$ cat src/rtl/bank_joltage_select_pkg.sv
// Shared constants, FSM encoding and width helper for the day-3 bank joltage pipeline.
package day3_pkg;

  localparam int DIGIT_W = 4;
  localparam int MAX_K   = 12;

  typedef enum logic [1:0] {
    COLLECT = 2'd0,
    CONVERT = 2'd1,
    EMIT    = 2'd2
  } state_t;

  // Smallest width (at least 1) able to index n distinct values.
  function automatic int ceil_log2(input int n);
    int w;
    w = 1;
    for (int i = 1; i < 31; i++) begin
      if ((1 << i) < n) w = i + 1;
    end
    return w;
  endfunction

endpackage

$ cat src/rtl/bank_horner_conv.sv
// Serial Horner converter: folds K decimal slots (slot 0 most significant) into
// a binary value, one digit per cycle, starting one cycle after i_start.
module bank_horner_conv
  import day3_pkg::*;
#(
  parameter int K     = 2,
  parameter int OUT_W = 40
) (
  input  logic                 clk,
  input  logic                 rst,
  input  logic                 i_start,
  input  logic [K*DIGIT_W-1:0] i_slots,
  output logic                 o_done,
  output logic [OUT_W-1:0]     o_acc
);

  localparam int PTR_W = ceil_log2(K);

  logic               r_busy;
  logic [PTR_W-1:0]   r_ptr;
  logic [OUT_W-1:0]   r_acc;
  logic [DIGIT_W-1:0] w_digit;
  logic [OUT_W-1:0]   w_acc_next;

  // Digit mux and acc*10 + digit; o_done marks the cycle whose edge lands the final digit.
  always_comb begin
    w_digit = '0;
    for (int j = 0; j < K; j++) begin
      if (int'(r_ptr) == j) begin
        w_digit = i_slots[j*DIGIT_W +: DIGIT_W];
      end else begin
        w_digit = w_digit;
      end
    end
    w_acc_next = (r_acc << 3) + (r_acc << 1) + {{(OUT_W-DIGIT_W){1'b0}}, w_digit};
    o_done     = r_busy && (int'(r_ptr) == K - 1);
  end

  // Accumulator and pointer sequencing.
  always_ff @(posedge clk) begin
    if (rst) begin
      r_busy <= 1'b0;
      r_ptr  <= '0;
      r_acc  <= '0;
    end else if (i_start) begin
      r_busy <= 1'b1;
      r_ptr  <= '0;
      r_acc  <= '0;
    end else if (r_busy) begin
      r_acc <= w_acc_next;
      r_ptr <= r_ptr + 1'b1;
      if (o_done) r_busy <= 1'b0;
    end
  end

  assign o_acc = r_acc;

endmodule

$ cat src/rtl/bank_joltage_select.sv
// Streams one bank of decimal digits, greedily keeps the K digits forming the
// largest number, converts it to binary and offers it over valid/ready.
module bank_joltage_select
  import day3_pkg::*;
#(
  parameter int LINE_LEN = 100,
  parameter int K        = 2,
  parameter int OUT_W    = 40
) (
  input  logic               clk,
  input  logic               rst,
  input  logic               in_valid,
  output logic               in_ready,
  input  logic [DIGIT_W-1:0] in_digit,
  input  logic               in_last,
  output logic               out_valid,
  input  logic               out_ready,
  output logic [OUT_W-1:0]   out_value,
  output logic               err
);

  localparam int IDX_W  = ceil_log2(LINE_LEN);
  localparam int SIZE_W = ceil_log2(K + 1);
  localparam logic [IDX_W-1:0] LAST_IDX = IDX_W'(LINE_LEN - 1);

  state_t               r_state;
  state_t               w_state_next;
  logic [IDX_W-1:0]     r_idx;
  logic [SIZE_W-1:0]    r_size;
  logic [DIGIT_W-1:0]   r_slot [K];
  logic                 r_err;

  logic                 w_beat;
  logic                 w_bad_digit;
  logic                 w_overrun;
  logic                 w_early_last;
  logic                 w_start;
  logic                 w_emit_done;
  logic                 w_conv_done;
  logic [DIGIT_W-1:0]   w_digit;
  logic [K-1:0]         w_hit;
  logic                 w_found;
  logic [SIZE_W-1:0]    w_sel;
  logic [K*DIGIT_W-1:0] w_slot_vec;
  int                   w_lo;
  int                   w_hi;

  function automatic logic [SIZE_W-1:0] first_hit(input logic [K-1:0] hit);
    logic [SIZE_W-1:0] sel;
    sel = '0;
    for (int j = K - 1; j >= 0; j--) begin
      if (hit[j]) sel = SIZE_W'(j);
    end
    return sel;
  endfunction

  // Beat qualification and error classification.
  always_comb begin
    w_beat       = in_valid && (r_state == COLLECT);
    w_bad_digit  = (in_digit > DIGIT_W'(9));
    w_digit      = w_bad_digit ? '0 : in_digit;
    w_overrun    = (r_idx == LAST_IDX) && !in_last;
    w_early_last = in_last && (r_idx != LAST_IDX);
    w_start      = w_beat && in_last;
    w_emit_done  = (r_state == EMIT) && out_ready;
  end

  // Single-cycle greedy slot choice; lo reserves room for the digits still to come.
  always_comb begin
    w_lo  = (K > LINE_LEN - int'(r_idx)) ? (K - LINE_LEN + int'(r_idx)) : 0;
    w_hi  = (int'(r_size) < K - 1) ? int'(r_size) : (K - 1);
    w_hit = '0;
    for (int j = 0; j < K; j++) begin
      w_hit[j] = (j >= w_lo) && (j <= w_hi) &&
                 ((j == int'(r_size)) || (w_digit > r_slot[j]));
    end
    w_found = |w_hit;
    w_sel   = first_hit(w_hit);
  end

  // Slots beyond size are stale and must read as zero for the converter.
  always_comb begin
    w_slot_vec = '0;
    for (int j = 0; j < K; j++) begin
      w_slot_vec[j*DIGIT_W +: DIGIT_W] = (j < int'(r_size)) ? r_slot[j] : '0;
    end
  end

  // FSM next-state and handshake outputs.
  always_comb begin
    w_state_next = r_state;
    in_ready     = (r_state == COLLECT);
    out_valid    = (r_state == EMIT);
    case (r_state)
      COLLECT: w_state_next = w_start     ? CONVERT : COLLECT;
      CONVERT: w_state_next = w_conv_done ? EMIT    : CONVERT;
      EMIT:    w_state_next = out_ready   ? COLLECT : EMIT;
      default: w_state_next = COLLECT;
    endcase
  end

  // FSM state register.
  always_ff @(posedge clk) begin
    if (rst) begin
      r_state <= COLLECT;
    end else begin
      r_state <= w_state_next;
    end
  end

  // Slot, index and sticky error registers.
  always_ff @(posedge clk) begin
    if (rst) begin
      r_idx  <= '0;
      r_size <= '0;
      r_err  <= 1'b0;
      for (int j = 0; j < K; j++) r_slot[j] <= '0;
    end else begin
      if (w_beat && (w_bad_digit || w_early_last || w_overrun)) r_err <= 1'b1;
      if (w_emit_done) begin
        r_idx  <= '0;
        r_size <= '0;
        for (int j = 0; j < K; j++) r_slot[j] <= '0;
      end else if (w_beat && !w_overrun) begin
        if (w_found) begin
          r_slot[w_sel] <= w_digit;
          r_size        <= w_sel + 1'b1;
        end
        if (!in_last) r_idx <= r_idx + 1'b1;
      end
    end
  end

  bank_horner_conv #(
    .K     (K),
    .OUT_W (OUT_W)
  ) u_conv (
    .clk     (clk),
    .rst     (rst),
    .i_start (w_start),
    .i_slots (w_slot_vec),
    .o_done  (w_conv_done),
    .o_acc   (out_value)
  );

  assign err = r_err;

endmodule

$ cat config.mk
export PLATFORM = sky130hd
export DESIGN_NAME = bank_joltage_select
export DESIGN_NICKNAME = d
export VERILOG_FILES = /design/src/rtl/bank_joltage_select_pkg.sv /design/src/rtl/bank_horner_conv.sv /design/src/rtl/bank_joltage_select.sv
export SDC_FILE = /design/constraint.sdc
export NUM_CORES = 1
export LEC_CHECK = 0
export ABC_AREA = 1
export BUFFER_PORTS_ARGS = -buffer_cell sky130_fd_sc_hd__buf_2
export CORE_UTILIZATION = 45
export CTS_BUF_LIST = sky130_fd_sc_hd__clkbuf_4 sky130_fd_sc_hd__clkbuf_8
export DETAILED_ROUTE_END_ITERATION = 8
export GPL_ROUTABILITY_DRIVEN = 0
export GPL_TIMING_DRIVEN = 0
export PLACE_DENSITY = 0.73
export SLEW_MARGIN = 20
export SYNTH_ARGS = -nofsm -noshare
export SYNTH_HDL_FRONTEND = slang
export SYNTH_HIERARCHICAL = 1
export SYNTH_SLANG_ARGS = --single-unit
$ cat constraint.sdc
create_clock -name clk -period 3.6 [get_ports clk]
set_input_delay 0.36 -clock clk [delete_from_list [all_inputs] [get_ports clk]]
set_output_delay 0.36 -clock clk [all_outputs]
set_load 0.03 [all_outputs]
==> results.md <==
- Leak pwr: 4.17 nW
- Util after Layout: about half
- Clock transition at path regs: 0.07 ns
- RSZ-0062 raised after global routing: false
- Core area: between 0.01 and 0.015 mm^2
- Setup WS pre-CTS: about 0.37 ns
- Status: complete, no violations
- Starting Density: 46.7%
- Nets@finish: 1188
- CP Launch Point: r_size[1]
- Post-synth cell types: slightly above 40
- Die width: 120 um
- Actual slew at the worst max-slew pin: roughly 0.72 ns
- Mapped cell area: ~0.0063 mm^2
- Max incr delay on CP: 0.49 ns
- Final Skew: about 0.016 ns
- Setup Buffers After CTS: 0
- Total CTS buffers: 9
- Worst-skew pair later-pin latency: 0.38 ns
- Synth area leader: ha_1
- Fillcell total: around 1500
- # hold bufs at CTS: 0
- Ys async rst share: 0%
- Placed Area: 0.00676 mm^2
- R2R Path Start: r_size[1]
- Worst Setup End Kind: register
- # rows: between 40 and 50
- DRC viols: 0
- Total congestion overflow: 0
- Wire length per cell: between 10 and 15 um
- Final instance area: around 0.0070 mm^2
- Startpoint types: register
- Mean Syn Cell Area: 6.13 um^2
- Worst path cell trace: nor2_1 > nor2_1 > mux2i_1 > fa_1 > fa_1 > inv_1 > nand3_1 > nand3_1 > nand2_1 > nand3_1 > nand2_1 > nand2_1 > nand2_1 > nand3_1 > nand3_1 > nand2_1 > inv_1
- Die Span Y: ~120 um
- Min Tclk post-route: around 3.3 ns
- Worst reg2reg setup slack: 0.34 ns
- Sequential share of the synthesized area: a little over a fifth
- Number of global-route vias before repair: 5718
- Post-Syn Instances: between 1000 and 1500
- Area Overhead vs Synth: 10.6%
- Setup TNS: 0 ns
- CP max-delay cell: fa_1
- Number of DRC markers in iteration 0: between 200 and 300
- Dominant synthesized flop cell: dfxtp_1
- Worst EP required: approximately 3.9 ns
- Top post-synthesis cells by area: ha_1 18%, dfxtp_1 17%, nand2_1 17%
- WL final: about 15000 um
- Cell area power density: 273 mW/mm^2
- Post-synth EDFFs: 8
- CTS tree: yes
- H-tree depth: 3
- Critical Path Sink: u_conv/o_acc[34]
- Post-synth top area share: 17.7%
- Path depth of the worst reg2reg path: 17
- Seq cells post-synth: 62
- Setup WS post-layout: 0.340 ns
- Port buffer count: 51
- Router iterations before antenna repair: 5
- Most frequent cell after synthesis: nand2_1
- Post-route ant nets: 0
- Detailed-route via count: 6140
- Pin count of the biggest net entering global routing: 11
- Final setup vio count: 0
- R2R Path End: u_conv/o_acc[34]
- Slew Limit Fails: 0
- Fmax achieved: 307 MHz
- Max-slew headroom: between 50% and 60%
- Crit-path max FO: 7
- First-pass GRT wire length: 25900 um
- Layout cells sized above 1: between 10% and 20%
- Global-route usage over all layers: between 20% and 30%
- N_diodes: 0
- CTS max path bufs: 2
- Initial antenna violation count: 0
- Post-CTS Resized: 0
- Multi-input logic area: about 0.0042 mm^2
- Top Ports: 52
- Period utilisation layout: ~91%
- Dpl hpwl: roughly 12000 um
- Crit path DAT: between 3 and 4 ns
- Root Driver: clkbuf_8
- Sequential cell area: 0.00132 mm^2
- Warnings, synthesis: 6
- Sink Count: slightly above 60
- Commonest cells post-synth: 286 x nand2_1, 181 x inv_1, 156 x nor2_1, 89 x ha_1, 56 x nand3_1
- Die area: ~0.014 mm^2
- CP Class: reg2reg
- Max_cap viols: 0
- Hold crit path type: in2reg
- Via density per instance: 4.84
- VDD IR max: approximately 0.26 mV
- Net Count, Synth: approximately 1100
- Final hold viol count: 0
- Power Total: 1.90 mW
## placed cells by master (no fill, tap or decap), drive strengths merged, types with 8 or more instances in the layout
master and instances:
o21ai 38, nor2 161, edfxtp 8, nand2 303, xor2 18, a21oi 50
dfxtp 54, ha 89, nand3 62, clkbuf 19, inv 187, nor3 9
buf 56
## worst max-delay path, delay by kind of cell (launching register included)
family | cells | cell delay [ns]
adders and majority gates | 2 | 0.98
buffers and inverters | 2 | 0.13
and+or+nand+nor | 12 | 1.51
muxes | 1 | 0.18
DFF | 1 | 0.37
## per-layer routing
layer  global-route usage [%]  vias to the layer above  routed length (um)
li1                         -                     3300                   -
met1                     28.0                     2704                7180
met2                     38.1                      119                6980
met3                     4.67                       17                 667
met4                     8.83                        0                 296
met5                        0                        -                   0
## report_power, final
part	total, mW	switching [mW]	internal (mW)
Clock	0.624	0.295	0.329
Sequential	0.779	0.0387	0.740
Combinational	0.497	0.329	0.168
## worst min-delay path by stage
stage	end	cells after the start	from	slack, ns
2_1_floorplan	err	1	rst	0.43
3_3_place_gp	err	2	err	0.44
3_5_place_dp	err	2	err	0.45
4_1_cts	u_conv/r_busy	2	rst	0.19
5_1_grt	r_state[1]	2	rst	0.22
6_report	r_state[1]	2	rst	0.21
## final cells by class
| class | instances | share of cell area [%] |
|---|---|---|
| buffer | 13 | 0.882 |
| clock buffer | 11 | 2.00 |
| clock inverter | 5 | 0.720 |
| inverter | 190 | 10.4 |
| multi-input combinational | 761 | 60.2 |
| sequential | 62 | 19.0 |
| tap | 176 | 3.17 |
| timing repair buffer | 51 | 3.67 |
## flip-flops by register name (all words and copies together) (netlist names)
register / cells
r_idx: 7
u_conv/r_busy: 1
err: 1
u_conv/r_ptr: 1
u_conv/o_acc: 40
r_state: 2
r_size: 2
r_slot: 8
## logic make-up after synthesis
logic type	count (synthesis)	synth area share, %
AOI/OAI and AO/OA	101	8.70
buffers and inverters	203	12.4
muxes	1	0.159
DFF	62	21.0
and+or+nand+nor	544	36.0
xor gates and xnor gates	24	3.34
adders and majority gates	91	18.3
## stage by stage
stage,cells,hold WS [ns]
final,1269,0.214
after global routing,1269,0.216
after CTS,1269,0.191
after detailed placement,1253,0.447
after global placement,1253,0.441
after floorplan,1026,0.429
(Power assumes the default switching activity.)
